==> src/rtl/uart_pkg.sv <==
// uart_pkg: shared FSM encoding and defaults for the UART transmit arbiter
package uart_pkg;
    typedef enum logic [1:0] {
        IDLE  = 2'd0,
        START = 2'd1,
        DRAIN = 2'd2
    } state_t;
    localparam int TIMEOUT_DEF = 4096;
endpackage

==> src/rtl/uart_tx_arb_if.sv <==
// uart_tx_arb_if: requester bus plus UART transmit handshake for the arbiter
interface uart_tx_arb_if #(parameter int NREQ = 4);
    logic [NREQ-1:0]   req;
    logic [NREQ*8-1:0] req_data;
    logic [NREQ-1:0]   ack;
    logic              tx_en;
    logic [7:0]        tx_data;
    logic              tx_rdy;
    logic              busy;
    logic              timeout_err;
    modport master (input req, req_data, tx_rdy, output ack, tx_en, tx_data, busy, timeout_err);
    modport slave  (output req, req_data, tx_rdy, input ack, tx_en, tx_data, busy, timeout_err);
endinterface

==> src/rtl/sync_2ff.sv <==
// sync_2ff: two-flop synchronizer for a single asynchronous level
module sync_2ff (
    input  logic clk,
    input  logic rst,
    input  logic d,
    output logic q
);
    logic meta;
    always_ff @(posedge clk or posedge rst)
        if (rst) {q, meta} <= 2'b00;
        else     {q, meta} <= {meta, d};
endmodule

==> src/rtl/uart_tx_arb.sv <==
// uart_tx_arb: round-robin arbiter feeding one shared UART transmitter
// Grants only when the UART reports idle; an unaccepted tx_en times out and the byte is dropped.
module uart_tx_arb
    import uart_pkg::*;
#(
    parameter int NREQ    = 4,
    parameter int TIMEOUT = TIMEOUT_DEF
) (
    input logic            clk_50m,
    input logic            rst,
    uart_tx_arb_if.master  bus
);
    localparam int LW = $clog2(NREQ);
    localparam int CW = $clog2(TIMEOUT + 1);

    state_t        state, state_n;
    logic          rdy_s;
    logic [LW-1:0] last_grant, win, cand;
    logic [LW:0]   sum;
    logic [CW-1:0] cnt;
    logic          found, timeout_hit, launch;

    sync_2ff u_sync (.clk(clk_50m), .rst(rst), .d(bus.tx_rdy), .q(rdy_s));

    // search begins just after the previous winner so every requester gets a turn
    always_comb begin
        win   = last_grant;
        found = 1'b0;
        sum   = '0;
        cand  = '0;
        for (int i = 1; i <= NREQ; i++) begin
            sum  = {1'b0, last_grant} + (LW+1)'(i);
            cand = (sum >= (LW+1)'(NREQ)) ? LW'(sum - (LW+1)'(NREQ)) : LW'(sum);
            if (!found && bus.req[cand]) begin
                found = 1'b1;
                win   = cand;
            end
        end
    end

    always_comb begin
        state_n     = state;
        timeout_hit = 1'b0;
        unique case (state)
            IDLE:    if (rdy_s && found) state_n = START;
            START:   if (!rdy_s) state_n = DRAIN;
                     else if (cnt == CW'(TIMEOUT - 1)) begin
                         state_n     = IDLE;
                         timeout_hit = 1'b1;
                     end
            DRAIN:   if (rdy_s) state_n = IDLE;
            default: state_n = IDLE;
        endcase
    end

    assign launch = (state == IDLE) && (state_n == START);

    always_ff @(posedge clk_50m or posedge rst)
        if (rst) begin
            state           <= IDLE;
            last_grant      <= LW'(NREQ - 1);
            cnt             <= '0;
            bus.ack         <= '0;
            bus.tx_en       <= 1'b0;
            bus.tx_data     <= 8'h00;
            bus.busy        <= 1'b0;
            bus.timeout_err <= 1'b0;
        end else begin
            state           <= state_n;
            cnt             <= (state == START && state_n == START) ? cnt + 1'b1 : '0;
            bus.ack         <= launch ? (NREQ'(1) << win) : '0;
            bus.tx_en       <= state_n == START;
            bus.busy        <= state_n != IDLE;
            bus.timeout_err <= bus.timeout_err | timeout_hit;
            if (launch) begin
                last_grant  <= win;
                bus.tx_data <= bus.req_data[{win, 3'b000} +: 8];
            end
        end
endmodule

==> src/flat_wrapper.sv <==
// flat-port wrapper written by rule: the top's interface ports become plain ports
module uart_tx_arb_flat import uart_pkg::*;
#(
    parameter int NREQ    = 4,
    parameter int TIMEOUT = TIMEOUT_DEF
)
  (clk_50m, rst, bus_req, bus_req_data, bus_tx_rdy, bus_ack, bus_tx_en, bus_tx_data, bus_busy, bus_timeout_err);
  uart_tx_arb_if #(.NREQ(NREQ)) bus_i ();
  input logic clk_50m;
  input logic rst;
  input wire logic [$bits(bus_i.req)-1:0] bus_req;
  input wire logic [$bits(bus_i.req_data)-1:0] bus_req_data;
  input wire logic [$bits(bus_i.tx_rdy)-1:0] bus_tx_rdy;
  output wire logic [$bits(bus_i.ack)-1:0] bus_ack;
  output wire logic [$bits(bus_i.tx_en)-1:0] bus_tx_en;
  output wire logic [$bits(bus_i.tx_data)-1:0] bus_tx_data;
  output wire logic [$bits(bus_i.busy)-1:0] bus_busy;
  output wire logic [$bits(bus_i.timeout_err)-1:0] bus_timeout_err;
  assign bus_i.req = bus_req;
  assign bus_i.req_data = bus_req_data;
  assign bus_i.tx_rdy = bus_tx_rdy;
  assign bus_ack = bus_i.ack;
  assign bus_tx_en = bus_i.tx_en;
  assign bus_tx_data = bus_i.tx_data;
  assign bus_busy = bus_i.busy;
  assign bus_timeout_err = bus_i.timeout_err;
  uart_tx_arb #(.NREQ(NREQ), .TIMEOUT(TIMEOUT)) u_core (.clk_50m(clk_50m), .rst(rst), .bus(bus_i));
endmodule
==> config.mk <==
export PLATFORM = sky130hd
export DESIGN_NAME = uart_tx_arb_flat
export DESIGN_NICKNAME = d
export VERILOG_FILES = /design/src/rtl/uart_pkg.sv /design/src/rtl/uart_tx_arb_if.sv /design/src/rtl/sync_2ff.sv /design/src/rtl/uart_tx_arb.sv /design/src/flat_wrapper.sv
export SDC_FILE = /design/constraint.sdc
export NUM_CORES = 1
export LEC_CHECK = 0
export ABC_AREA = 1
export CAP_MARGIN = 20
export CORE_UTILIZATION = 52
export DETAILED_ROUTE_END_ITERATION = 10
export PLACE_DENSITY = 0.86
export SLEW_MARGIN = 30
export SYNTH_ARGS = -nofsm -noshare
export SYNTH_HDL_FRONTEND = slang
export SYNTH_SLANG_ARGS = --single-unit
==> constraint.sdc <==
create_clock -name clk_50m -period 3 [get_ports clk_50m]
set_clock_uncertainty 0.15 [all_clocks]
set_input_delay 0.3 -clock clk_50m [delete_from_list [all_inputs] [get_ports clk_50m]]
set_output_delay 0.3 -clock clk_50m [all_outputs]
set_load 0.02 [all_outputs]
* After elaboration in Yosys (flattened, before gate mapping)
Cells that the tools add are included.
** Word-level totals
- Output and inout port bits :: 15
- Bits in registers :: 34
- Bits of input ports :: 39
- Word-level logic and storage cells :: 75
** Operators by class
- Add/sub/neg operators :: 9
- Bitwise logic cells :: 1
- Multiplexer cells :: 30
- Reduce and logical (&&, ||, !) cells :: 11
- Magnitude comparators :: 8
- Shifts and indexed selects :: 2
- Equality and inequality tests :: 4
** Operators with widths (count)
- 32-bit by 6-bit variable part select with 8-bit output :: 1
- 2-bit 2-to-1 mux :: 12
- 13-bit by 1-bit adder with 13-bit output (second input constant) :: 1
- 13-bit by 12-bit equality test with 1-bit output (second input constant) :: 1
- 13-bit 2-to-1 mux :: 1
- 3-bit greater-or-equal comparator (second input constant) :: 4
- 2-bit by 3-bit less-than comparator with 1-bit output (second input constant) :: 4
- 1-bit 2-to-1 mux :: 11
- 1-bit binary-select mux with 2-bit select :: 4
- 2-bit by 1-bit subtractor with 2-bit output (second input constant) :: 4
- 2-bit by 2-bit adder with 3-bit output (second input constant) :: 2
- 1-bit logical AND :: 6
- 2-bit case mux with 3 select lines :: 1
- 2-bit by 1-bit equality test with 1-bit output (second input constant) :: 2
- 4-bit 2-to-1 mux :: 1
- 1-bit by 2-bit << shifter with 4-bit output (first input constant) :: 1
- 2-bit by 1-bit adder with 3-bit output (second input constant) :: 1
- 2-bit by 3-bit adder with 3-bit output (second input constant) :: 1
- 1-bit logical NOT :: 3
- 2-bit equality test (second input constant) :: 1
- 2-bit logical NOT :: 1
- 2-bit nonzero test :: 1
- 1-bit OR :: 1

* Depth between registers and ports, before layout
- Word-level depth :: 21
- Mapped depth :: 14
- Gate-level depth less buffers :: 13

* Modules after synthesis
A second synthesis with hierarchy kept.
** Unflattened totals
- Cell total of the unflattened synthesis :: 254
- Area, all modules :: 1949.4 sq um
** By module, submodules not included
- uart_tx_arb :: instances 1, area each 1895.6 sq um, sequential area each 803.3 sq um, cells an instance 251
- sync_2ff :: instances 1, area each 53.8 sq um, sequential area each 50.0 sq um, cells an instance 3

* Worst setup path after synthesis
No wires, ideal clock.
- Path kind :: register to register
- Start point :: register u_core.last_grant[0]
- End point :: register u_core.bus.tx_data[0]
- Setup slack :: 1.173 ns
- Setup time :: 0.124 ns
- Cell stages (with the launch flop) :: 14
- Data arrival time :: 1.553 ns
- Data required time :: 2.726 ns
- Clock period less this slack :: 1.827 ns
- Buffers on the path :: 2
- Cell sequence :: dfstp_2 > buf_6 > inv_4 > nand2_1 > nand2_1 > nand2_1 > nand2_2 > nor2_2 > nand3_2 > nand2_4 > inv_2 > buf_6 > nand3_1 > nand3_1
** On the way
- Cells in the longest elaborated chain, start to end :: 20
- Elaborated cells between the ends (all ways) :: 44
- Classes of those cells :: add/sub: 8; order compare: 4; eq/ne: 1; shift: 1; mux: 22; reduce/logical: 8
** RTL lines
- start: declaration :: RTL line uart_tx_arb.sv:18 : logic [LW-1:0] last_grant, win, cand;
- start signal: assignment :: RTL line uart_tx_arb.sv:61 : last_grant <= LW'(NREQ - 1);
- start signal: assignment :: RTL line uart_tx_arb.sv:76 : last_grant <= win;
- 2-bit by 1-bit adder with 3-bit output :: RTL line uart_tx_arb.sv:32 : sum = {1'b0, last_grant} + (LW+1)'(i);
- 3-bit greater-or-equal comparator / 2-bit by 1-bit subtractor with 2-bit output (equally long branches) :: RTL line uart_tx_arb.sv:33 : cand = (sum >= (LW+1)'(NREQ)) ? LW'(sum - (LW+1)'(NREQ)) : LW'(sum);
- 2-bit 2-to-1 mux :: RTL line uart_tx_arb.sv:33
- 1-bit binary-select mux with 2-bit select :: RTL line uart_tx_arb.sv:34 : if (!found && bus.req[cand]) begin
- 1-bit 2-to-1 mux (implied by the code) :: RTL line uart_tx_arb.sv:34
- 1-bit 2-to-1 mux :: RTL line uart_tx_arb.sv:34
- 1-bit logical NOT :: RTL line uart_tx_arb.sv:34
- 1-bit logical AND :: RTL line uart_tx_arb.sv:34
- [4 not listed]
- 1-bit logical NOT :: RTL line uart_tx_arb.sv:34
- 1-bit logical AND :: RTL line uart_tx_arb.sv:34
- 1-bit 2-to-1 mux :: RTL line uart_tx_arb.sv:34
- 1-bit logical AND :: RTL line uart_tx_arb.sv:45 : IDLE: if (rdy_s && found) state_n = START;
- 2-bit 2-to-1 mux :: RTL line uart_tx_arb.sv:45
- 2-bit case mux with 3 select lines :: RTL line uart_tx_arb.sv:44 : unique case (state)
- 2-bit by 1-bit equality test with 1-bit output :: RTL line uart_tx_arb.sv:56 : assign launch = (state == IDLE) && (state_n == START);
- 1-bit logical AND :: RTL line uart_tx_arb.sv:56
- end signal: assignment :: RTL line uart_tx_arb.sv:77 : bus.tx_data <= bus.req_data[{win, 3'b000} +: 8];
- end: declaration :: RTL line uart_tx_arb_if.sv:11 : modport master (input req, req_data, tx_rdy, output ack, tx_en, tx_data, busy, timeout_err);
Parallel ways exist; a longest one is shown, timed or not. The select of a mux whose other input is x is not followed.
A chain may end at the register's enable or synchronous reset.

* Final worst setup path
- Start point :: register u_core.cnt[0]
- End point :: register u_core.bus.busy
** On the way
- Cells in the longest elaborated chain, start to end :: 5
** RTL lines
- start: declaration :: RTL line uart_tx_arb.sv:20 : logic [CW-1:0] cnt;
- start signal: assignment :: RTL line uart_tx_arb.sv:70 : cnt <= (state == START && state_n == START) ? cnt + 1'b1 : '0;
- 13-bit by 12-bit equality test with 1-bit output :: RTL line uart_tx_arb.sv:47 : else if (cnt == CW'(TIMEOUT - 1)) begin
- 2-bit 2-to-1 mux :: RTL line uart_tx_arb.sv:47
- 2-bit 2-to-1 mux :: RTL line uart_tx_arb.sv:46 : START: if (!rdy_s) state_n = DRAIN;
- 2-bit case mux with 3 select lines :: RTL line uart_tx_arb.sv:44
- 2-bit nonzero test :: RTL line uart_tx_arb.sv:73 : bus.busy <= state_n != IDLE;
- end signal: assignment :: RTL line uart_tx_arb.sv:66 : bus.busy <= 1'b0;
- end signal: assignment :: RTL line uart_tx_arb.sv:73
- end: declaration :: RTL line uart_tx_arb_if.sv:11
No other way between the ends.

==> out/results.tsv <==
stage	metric	value	unit
synthesis	synth.distinct_cells	28	
clocking	clock_path_buffers	2	
place	dp_cells	357	
synthesis	synth_seq_cells	34	
clocking	cts_tree	built	
cells_and_area	antennaDiodeCount	0	
floorplan	io_pins	54	
cells_and_area	regArea	853	um^2
clocking	cts-root-buf	clkbuf_8	
floorplan	start_util	0.564	
route	vias_per_cell	5.19	
synthesis	yosys-top-cells-area	dfrtp_1 (41%), nand2_1 (17%), nand3_1 (12%)	
power	p_per_area	1060	nW/um^2
synthesis	seq_area_frac_synth	0.436	
worst_setup_path	cp.required	3.01	ns
worst_setup_path	cp-start-kind	flop	
cells_and_area	final_nets	358	
sta	relSlewSlack	0.725	
worst_setup_path	rr_startpoint	u_core.cnt[0]	
synthesis	yosys_warnings	0	
cells_and_area	fin_cells	365	
clocking	clock_sinks	34	
sta	fmax	469	MHz
floorplan	coreArea	3470	um^2
place	gp_congestion	0.888	
synthesis	synth_ff_type	dfrtp_1	
synthesis	synth_common_cells	nand2_1 (88), nand3_1 (46), dfrtp_1 (32), nor2_1 (22), inv_1 (20)	
place	numPortBuffers	53	
worst_setup_path	cp.arrival	2.14	ns
floorplan	die-area	4010	um^2
synthesis	yosys.area_share.adder	0.00640	
status	status	finished, final reports clean	
worst_setup_path	cp-end-kind	flop	
clocking	htree_levels	2	
route	antenna_left	0	
clocking	cts_hold_buf	0	
route	dr_total_vias	1895	
synthesis	synth_area	1960	um^2
run	drv_cap	0	
synthesis	syn_nets	301	
route	firstDrtPassIters	4	
sta	post-route-period-util	0.711	
synthesis	synth_compound_area_frac	0.0224	
worst_setup_path	path_class	flop to flop	
sta	setup_viol	0	
synthesis	synth-xor-area-share	0.0134	
global_route	grt_start_max_net_pins	35	
global_route	antenna_found_initial	0	
global_route	grt_pass1_vias	1796	
place	dp_hpwl	3450	um
worst_setup_path	endpoint	u_core.bus.busy	
global_route	grt_first_pass_wirelength	8020	um
synthesis	ys_async_sr_fraction	1.00	
clocking	clkTransAtPathRegs	0.07	ns
cells_and_area	multi_input_area	965	um^2
worst_setup_path	rr_endpoint	u_core.bus.busy	
clocking	clk_latency	0.29	ns
worst_setup_path	startpoint	u_core.cnt[0]	
sta	slew_violations	0	
hold_path	hold_class	flop to flop	
sta	rsz0062_at_grt	false	
power	vdd_drop_max	895	uV
synthesis	synthMuxAreaShare	0	
sta	timing.final.crit_period	2.13	ns
synthesis	syn_inst	261	
synthesis	avgSynthCellArea	7.49	um^2
worst_setup_path	crit_fanout	12	
cells_and_area	syn2layout_area_growth	35.8	%
clocking	cts_setup_buffers	0	
worst_setup_path	r2r_slack	0.87	ns
route	drc	0	
synthesis	synth_most_common_cell	nand2_1	
sta	hold_violations	0	
sta	setup_tns	0	ns
route	drt_wl_total	4590	um
global_route	grt_use_total	0.255	
floorplan	die_y	63.3	um
sta	worstMarginPinSlew	0.413	ns
synthesis	synth_top_cell_by_area	dfrtp_1	
synthesis	yosys.area_share.simple	0.451	
synthesis	synth.top_cell.area_share	0.409	
synthesis	synth_top_family_by_area	simple AND/OR/NAND/NOR gates	
cells_and_area	drive_gt1_frac	0.129	
cells_and_area	n_fill_cell	258	
floorplan	dieWidth	63.3	um
worst_setup_path	r2r_cells	9	
synthesis	synth_edf_count	0	
global_route	grt-ovfl-total	0	
floorplan	row_count	21	
clocking	numCtsBuffers	5	
route	drtIter0Drc	127	
clocking	ctsResizeCount	0	
power	p_leak	1.31	nW
route	wl_per_cell	12.6	um
==> cells in the final DEF, fill, tap and decap left out, types with 2 or more instances in the layout <==
cell              n
nand2_2          10
inv_2             3
nor2_2            2
dfstp_2           2
nor2_1           22
dfrtp_1          32
inv_4             2
xor2_1            2
nand3_1          46
clkdlybuf4s50_1  53
a21oi_1           4
bufinv_16         2
inv_1            20
nor3_1            3
nand2_4           5
nand2_1          88
clkbuf_8          6
nand3_2           5
==> cell type report <==
cell class	instances	area share
Multi-Input combinational cell	198	0.363
Sequential cell	34	0.321
Clock inverter	2	0.0226
Tap cell	46	0.0217
Inverter	25	0.0372
Clock buffer	6	0.0311
Timing Repair Buffer	54	0.203
==> critical path, cell delays in order (launching register included) <==
cell     delay [ns]
dfrtp_1        0.38
ha_1           0.19
nand2_1        0.07
inv_2          0.07
nand3_2        0.11
nor3_2         0.23
nand4_1        0.16
or2_4          0.29
nand2_2        0.22
nand3_1        0.12
==> where the power goes <==
part           leakage, nW  internal (mW)  switching (mW)
Combinational        0.796          0.555            1.05
Sequential           0.445          0.586          0.0946
Clock               0.0714          0.354           0.169
Total                 1.31           1.50            1.31
==> registers in the layout (all words and copies together), names as in the netlist <==
name / cells
u_core.bus.tx_en: 1
u_core.u_sync.meta: 1
u_core.bus.tx_data: 8
u_core.bus.ack: 4
u_core.u_sync.q: 1
u_core.cnt: 13
u_core.last_grant: 2
u_core.bus.timeout_err: 1
u_core.state: 2
u_core.bus.busy: 1
==> logic make-up after synthesis <==
logic type / after synthesis
xor gates and xnor gates: 3
buffers and inverters: 29
and+or+nand+nor: 186
adders and majority gates: 1
DFF: 34
AOI/OAI and AO/OA: 8
==> layer usage <==
layer,GRT usage,part of all wire,vias up
met5,0,0,-
met1,0.337,0.42,862
li1,-,-,945
met2,0.418,0.49,80
met3,0.0525,0.072,8
met4,0.0795,0.011,0
==> per-stage QoR <==
step	worst slack [ns]	util	power (mW)	area [um^2]	hold WS [ns]
finish	0.867	0.766	2.81	2660	0.200
global route	0.711	0.766	3.03	2660	0.221
CTS	0.861	0.766	2.80	2660	0.201
detailed placement	0.871	0.724	2.27	2510	0.186
global placement	0.898	0.724	2.24	2510	0.185
floorplan	1.17	-	1.83	1960	0.181
==> worst min path at each step <==
stage	from	slack, ns	endpoint	cells past startpoint
final	u_core.u_sync.meta	0.20	u_core.u_sync.q	0
after global routing	u_core.u_sync.meta	0.22	u_core.u_sync.q	0
after CTS	u_core.u_sync.meta	0.20	u_core.u_sync.q	0
after detailed placement	u_core.u_sync.meta	0.19	u_core.u_sync.q	0
after global placement	u_core.u_sync.meta	0.18	u_core.u_sync.q	0
after floorplan	u_core.u_sync.meta	0.18	u_core.u_sync.q	0
Note: power is estimated with default switching activity, not from simulation.
==> edit 1: new RTL, config.mk and constraints unchanged <==
`NREQ` is set to 4 in 3 places; all go to 2.
--- a/src/rtl/uart_tx_arb_if.sv
+++ b/src/rtl/uart_tx_arb_if.sv
@@ -1,5 +1,5 @@
 // uart_tx_arb_if: requester bus plus UART transmit handshake for the arbiter
-interface uart_tx_arb_if #(parameter int NREQ = 4);
+interface uart_tx_arb_if #(parameter int NREQ = 2);
     logic [NREQ-1:0]   req;
     logic [NREQ*8-1:0] req_data;
     logic [NREQ-1:0]   ack;
--- a/src/rtl/uart_tx_arb.sv
+++ b/src/rtl/uart_tx_arb.sv
@@ -3,7 +3,7 @@
 module uart_tx_arb
     import uart_pkg::*;
 #(
-    parameter int NREQ    = 4,
+    parameter int NREQ    = 2,
     parameter int TIMEOUT = TIMEOUT_DEF
 ) (
     input logic            clk_50m,
--- a/src/flat_wrapper.sv
+++ b/src/flat_wrapper.sv
@@ -1,7 +1,7 @@
 // flat-port wrapper written by rule: the top's interface ports become plain ports
 module uart_tx_arb_flat import uart_pkg::*;
 #(
-    parameter int NREQ    = 4,
+    parameter int NREQ    = 2,
     parameter int TIMEOUT = TIMEOUT_DEF
 )
   (clk_50m, rst, bus_req, bus_req_data, bus_tx_rdy, bus_ack, bus_tx_en, bus_tx_data, bus_busy, bus_timeout_err);
Interface: changed (resized bus_ack, bus_req and bus_req_data); port bits go from 54 to 34. No check against the original RTL was run, so the function may have changed too.
==> edit 1 against the original RTL <==
Sequential cell count is 3 lower; sequential share of layout area increased by 10 points; worst setup slack better by 340 ps; routed wire length fell by 37%; die area is 26% lower; total power is 57% lower; hold slack got worse by 8.7 ps; clock power shrank 56%; cell area shrank 31%; area after synthesis down 27%; critical path type is now reg2out.
==> edit 1: results (changes against the original RTL) <==
[layout]
non_clock_buffer_count = 34  ; -37%
inv_count = 19  ; -24%
clk_share_pct = 2.723  ; -2.6 points
drive_gt1_share_pct = 8.057  ; -4.8 points
multi_input_area_share_pct = 30.70  ; -5.6 points

[global_routing]
grt_max_degree = 32  ; -8.6%
grt_pass1_wl_um = 4685  ; -42%
gr-usage-met3_pct = 8.889  ; +3.6 points
met1_usage_pct = 23.56  ; -10 points

[critical_path]
slowest_delay_ps = 620  ; +240 ps
arrival_ps = 1350  ; -790 ps
critPathLaunch = u_core.bus.tx_data[4]
cp-endpoint = bus_tx_data[4]
cpLargestDelayFamily = buffers and inverters
cpMaxStageDelayCell = clkdlybuf4s50_1
r2r-start = u_core.state[0]
rrSetupSlack_ps = 1350  ; +480 ps
cp_max_fo = 2  ; -10

[placement]
hpwlAfterDp_um = 2151  ; -38%
gp_congestion = 0.8224  ; -7.4%
io_buffer_count = 33  ; -38%

[yosys]
ys_ff_latch = 31  ; -8.8%
synth_common_cells = nand2_1, dfrtp_1, nor2_1, inv_1, nand3_1
syn_nets = 193  ; -36%
yosysSeqAreaShare_pct = 54.38  ; +11 points
synth_cell_type_count = 21  ; -25%

[status]
status = finished, final reports clean

[pwr]
ir_drop_v = 0.0006397  ; -28%
sw_frac_of_total_pct = 33.94  ; -13 points

[detailed_routing]
wl_per_cell_um = 11.98  ; -4.8%
dr.pass1.iters = 5  ; +1
m1WireLength_um = 1277  ; -35%
drt_iter0_markers = 6  ; -95%

[timing]
tightestPinTransition_ps = 382.4  ; -30.33 ps

[worst_hold_path]
hold_class = in2async

[cts]
clk_latency_ps = 330  ; +40 ps
cts-root-buf = clkbuf_4

==> edit 1: cell types whose count changed after synthesis, moves of 4 or more <==
cell     unedited run  this run
nand2_4             5         1
nand3_1            46        14
nand2_2            10         0
nand2_1            88        58
a21oi_1             4         0
==> edit 1: kinds of logic after synthesis <==
| group | synth area share, % |
|---|---|
| fa+ha+maj | 0.8755 |
| flops | 54.38 |
| simple gates | 33.71 |
| compound gates | 1.225 |
| xor+xnor | 3.678 |
| buf+inv | 6.129 |
==> edit 1: power groups by stage <==
stage / logic (W) / clock network, W / registers (W)
floorplan: 0.000133 / 0 / 0.000642
global placement: 0.000400 / 0 / 0.000564
detailed placement: 0.000410 / 0 / 0.000563
CTS: 0.000410 / 0.000236 / 0.000560
global route: 0.000442 / 0.000253 / 0.000569
finish: 0.000404 / 0.000228 / 0.000561
==> edit 1: how the worst min path moves through the flow <==
stage	end	cells after the start	slack [ps]	start
after floorplan	u_core.u_sync.q	0	180	u_core.u_sync.meta
after global placement	u_core.u_sync.q	0	180	u_core.u_sync.meta
after detailed placement	u_core.u_sync.q	0	190	u_core.u_sync.meta
after CTS	u_core.bus.tx_data[4]	3	200	rst
after global routing	u_core.u_sync.q	0	210	u_core.u_sync.meta
final	u_core.bus.tx_data[4]	3	190	rst
==> edit 1: metrics by stage <==
stage | worst slack [ps] | util (%) | instance area [um2] | hold WS (ps)
floorplan | 1515 | - | 1429 | 181.2
global placement | 1129 | 70.26 | 1788 | 183.9
CTS | 1202 | 72.22 | 1838 | 195.6
global route | 1171 | 72.22 | 1838 | 210.6
detailed placement | 1035 | 70.26 | 1788 | 185.5
finish | 1204 | 72.22 | 1838 | 191.7
==> edit 2: new RTL, config.mk and constraints unchanged <==
Made on the original files. Encoding of `state_t`: now one-hot (3 bits for 3 states).
--- a/src/rtl/uart_pkg.sv
+++ b/src/rtl/uart_pkg.sv
@@ -1,9 +1,9 @@
 // uart_pkg: shared FSM encoding and defaults for the UART transmit arbiter
 package uart_pkg;
-    typedef enum logic [1:0] {
-        IDLE  = 2'd0,
-        START = 2'd1,
-        DRAIN = 2'd2
+    typedef enum logic [2:0] {
+        IDLE  = 3'b001,
+        START = 3'b010,
+        DRAIN = 3'b100
     } state_t;
     localparam int TIMEOUT_DEF = 4096;
 endpackage
Behaviour: no difference found for any inputs over 10 cycles, from zero or initial values and one cycle with rst high; not proved beyond that.
==> edit 2 against the original RTL <==
Cell area is 4.7% higher; clock power is 4.8% lower; area after synthesis is 8.6% higher; worst setup slack worse by 310 ps; routed wire length is 6.1% higher; synthesized cell count is 8.8% higher; total power is 7.8% higher; sequential cell count is 1 higher; critical path type unchanged; largest cell class unchanged.
==> edit 2: results (changes against the original RTL) <==
[pwr]
power_density_mw_per_mm2 = 1088  ; +2.9%
ir_drop_v = 0.0007364  ; -18%
p_total_w = 0.003024  ; +7.8%
power.leakage_nw = 1.401  ; +6.7%

[global_routing]
grt_pass1_wl_um = 8273  ; +3.1%
met1_usage_pct = 29.52  ; -4.2 points
grt_max_degree = 36  ; +2.9%
gr-usage-met3_pct = 4.828  ; -0.43 points
grt_usage_pct = 25.22  ; -0.27 points
grt_pass1_vias = 1968  ; +9.6%
grt_antenna_before_repair = 0  ; unchanged
met2_usage_pct = 45.41  ; +3.7 points

[yosys]
synth_cell_type_count = 31  ; +11%
synth_common_cells = nand2_1, inv_1, nand3_1, dfrtp_1, nand2_2
yosys-top-cells-area = dfrtp_1, nand2_1, nand3_1
ys_warn_count = 0  ; unchanged
async_flop_share_pct = 100.0  ; unchanged
syn_nets = 324  ; +7.6%
synthFlopType = dfrtp_1
yosysSeqAreaShare_pct = 41.40  ; -2.2 points

[placement]
hpwlAfterDp_um = 3503  ; +1.7%
io_buffer_count = 53  ; unchanged
gp_congestion = 0.8681  ; -2.2%
dpl_cell_area_mm2 = 0.002648  ; +5.4%

[cts]
clk_latency_ps = 280
clk_pin_slew_ps = 80
cts_resized = 0  ; unchanged
cts_made_buffers = 5  ; unchanged

[critical_path]
cp_max_fo = 12  ; unchanged
arrival_ps = 2450  ; +310 ps

[detailed_routing]
vias_per_cell = 5.153  ; -0.74%
dr.pass1.iters = 4  ; unchanged
drt_iter0_markers = 125  ; -1.6%
wl_per_cell_um = 12.66  ; +0.58%

[layout]
drive_gt1_share_pct = 14.24  ; +1.4 points
finalNetCount = 376  ; +5.0%
num-fill-cells = 293  ; +14%

[status]
status = finished, final reports clean

[timing]
slew_headroom_pct = 71.03  ; -1.5 points

-- edit 2: path summary, 6_finish.rpt --
| path | from | to | slack (ps) | cells past startpoint |
|---|---|---|---|---|
| max in group asynchronous | rst | u_core.last_grant[1] | 2100 | 3 |
| max | u_core.last_grant[0] | u_core.bus.ack[1] | 560 | 13 |
| min | u_core.u_sync.meta | u_core.u_sync.q | 220 | 0 |
| max reg2reg | u_core.last_grant[0] | u_core.bus.ack[1] | 560 | 13 |
| min in group asynchronous | rst | u_core.u_sync.meta | 260 | 3 |
| min reg2reg | u_core.u_sync.meta | u_core.u_sync.q | 220 | 0 |
-- edit 2: metrics by stage --
stage	instances	setup slack (ps)	hold WS [ps]
floorplan	284	1075	181.2
global placement	377	675.0	206.0
detailed placement	377	573.1	204.9
CTS	385	573.0	221.2
global route	385	384.1	224.9
finish	385	560.7	220.0
-- edit 2: area by class of cell --
| cell class | count | share of cell area, % |
|---|---|---|
| clock buffers | 6 | 2.610 |
| clock inverters | 2 | 2.160 |
| inverters | 41 | 5.626 |
| multi-input cells | 199 | 36.45 |
| flip-flops and latches | 35 | 31.64 |
| well taps | 48 | 2.160 |
| repair buffers | 54 | 19.35 |
-- edit 2: power breakdown --
group          internal, W  total (W)  switching (W)  leakage (nW)
combinational     0.000641    0.00182        0.00118         0.877
clock             0.000332   0.000499       0.000167        0.0654
sequential        0.000606   0.000704      0.0000987         0.458
total              0.00158    0.00302        0.00145          1.40
-- edit 2: cell families after synthesis --
| family | after synthesis | share of synthesized area (%) |
|---|---|---|
| flops | 35 | 41.40 |
| xor+xnor | 3 | 1.237 |
| simple gates | 183 | 42.93 |
| compound gates | 12 | 2.945 |
| fa+ha+maj | 1 | 0.5888 |
| buf+inv | 50 | 10.90 |
-- edit 2: metal layers --
layer,vias to the layer above,part of all wire [%]
met5,-,0
met1,936,43
met4,0,1.6
met2,58,52
li1,982,-
met3,8,3.5
-- edit 2: worst max-delay path, cell delays in order (launching register included) --
cell     delay (ps)
dfstp_2         690
inv_2           140
nand2_1         130
nand2_4          80
nand2_4          90
nand2_4          70
nor2_4          130
nand4_1          90
nand2_1          70
inv_1            50
nand2_2         200
inv_1           230
nand2_1         150
nor2_1           50
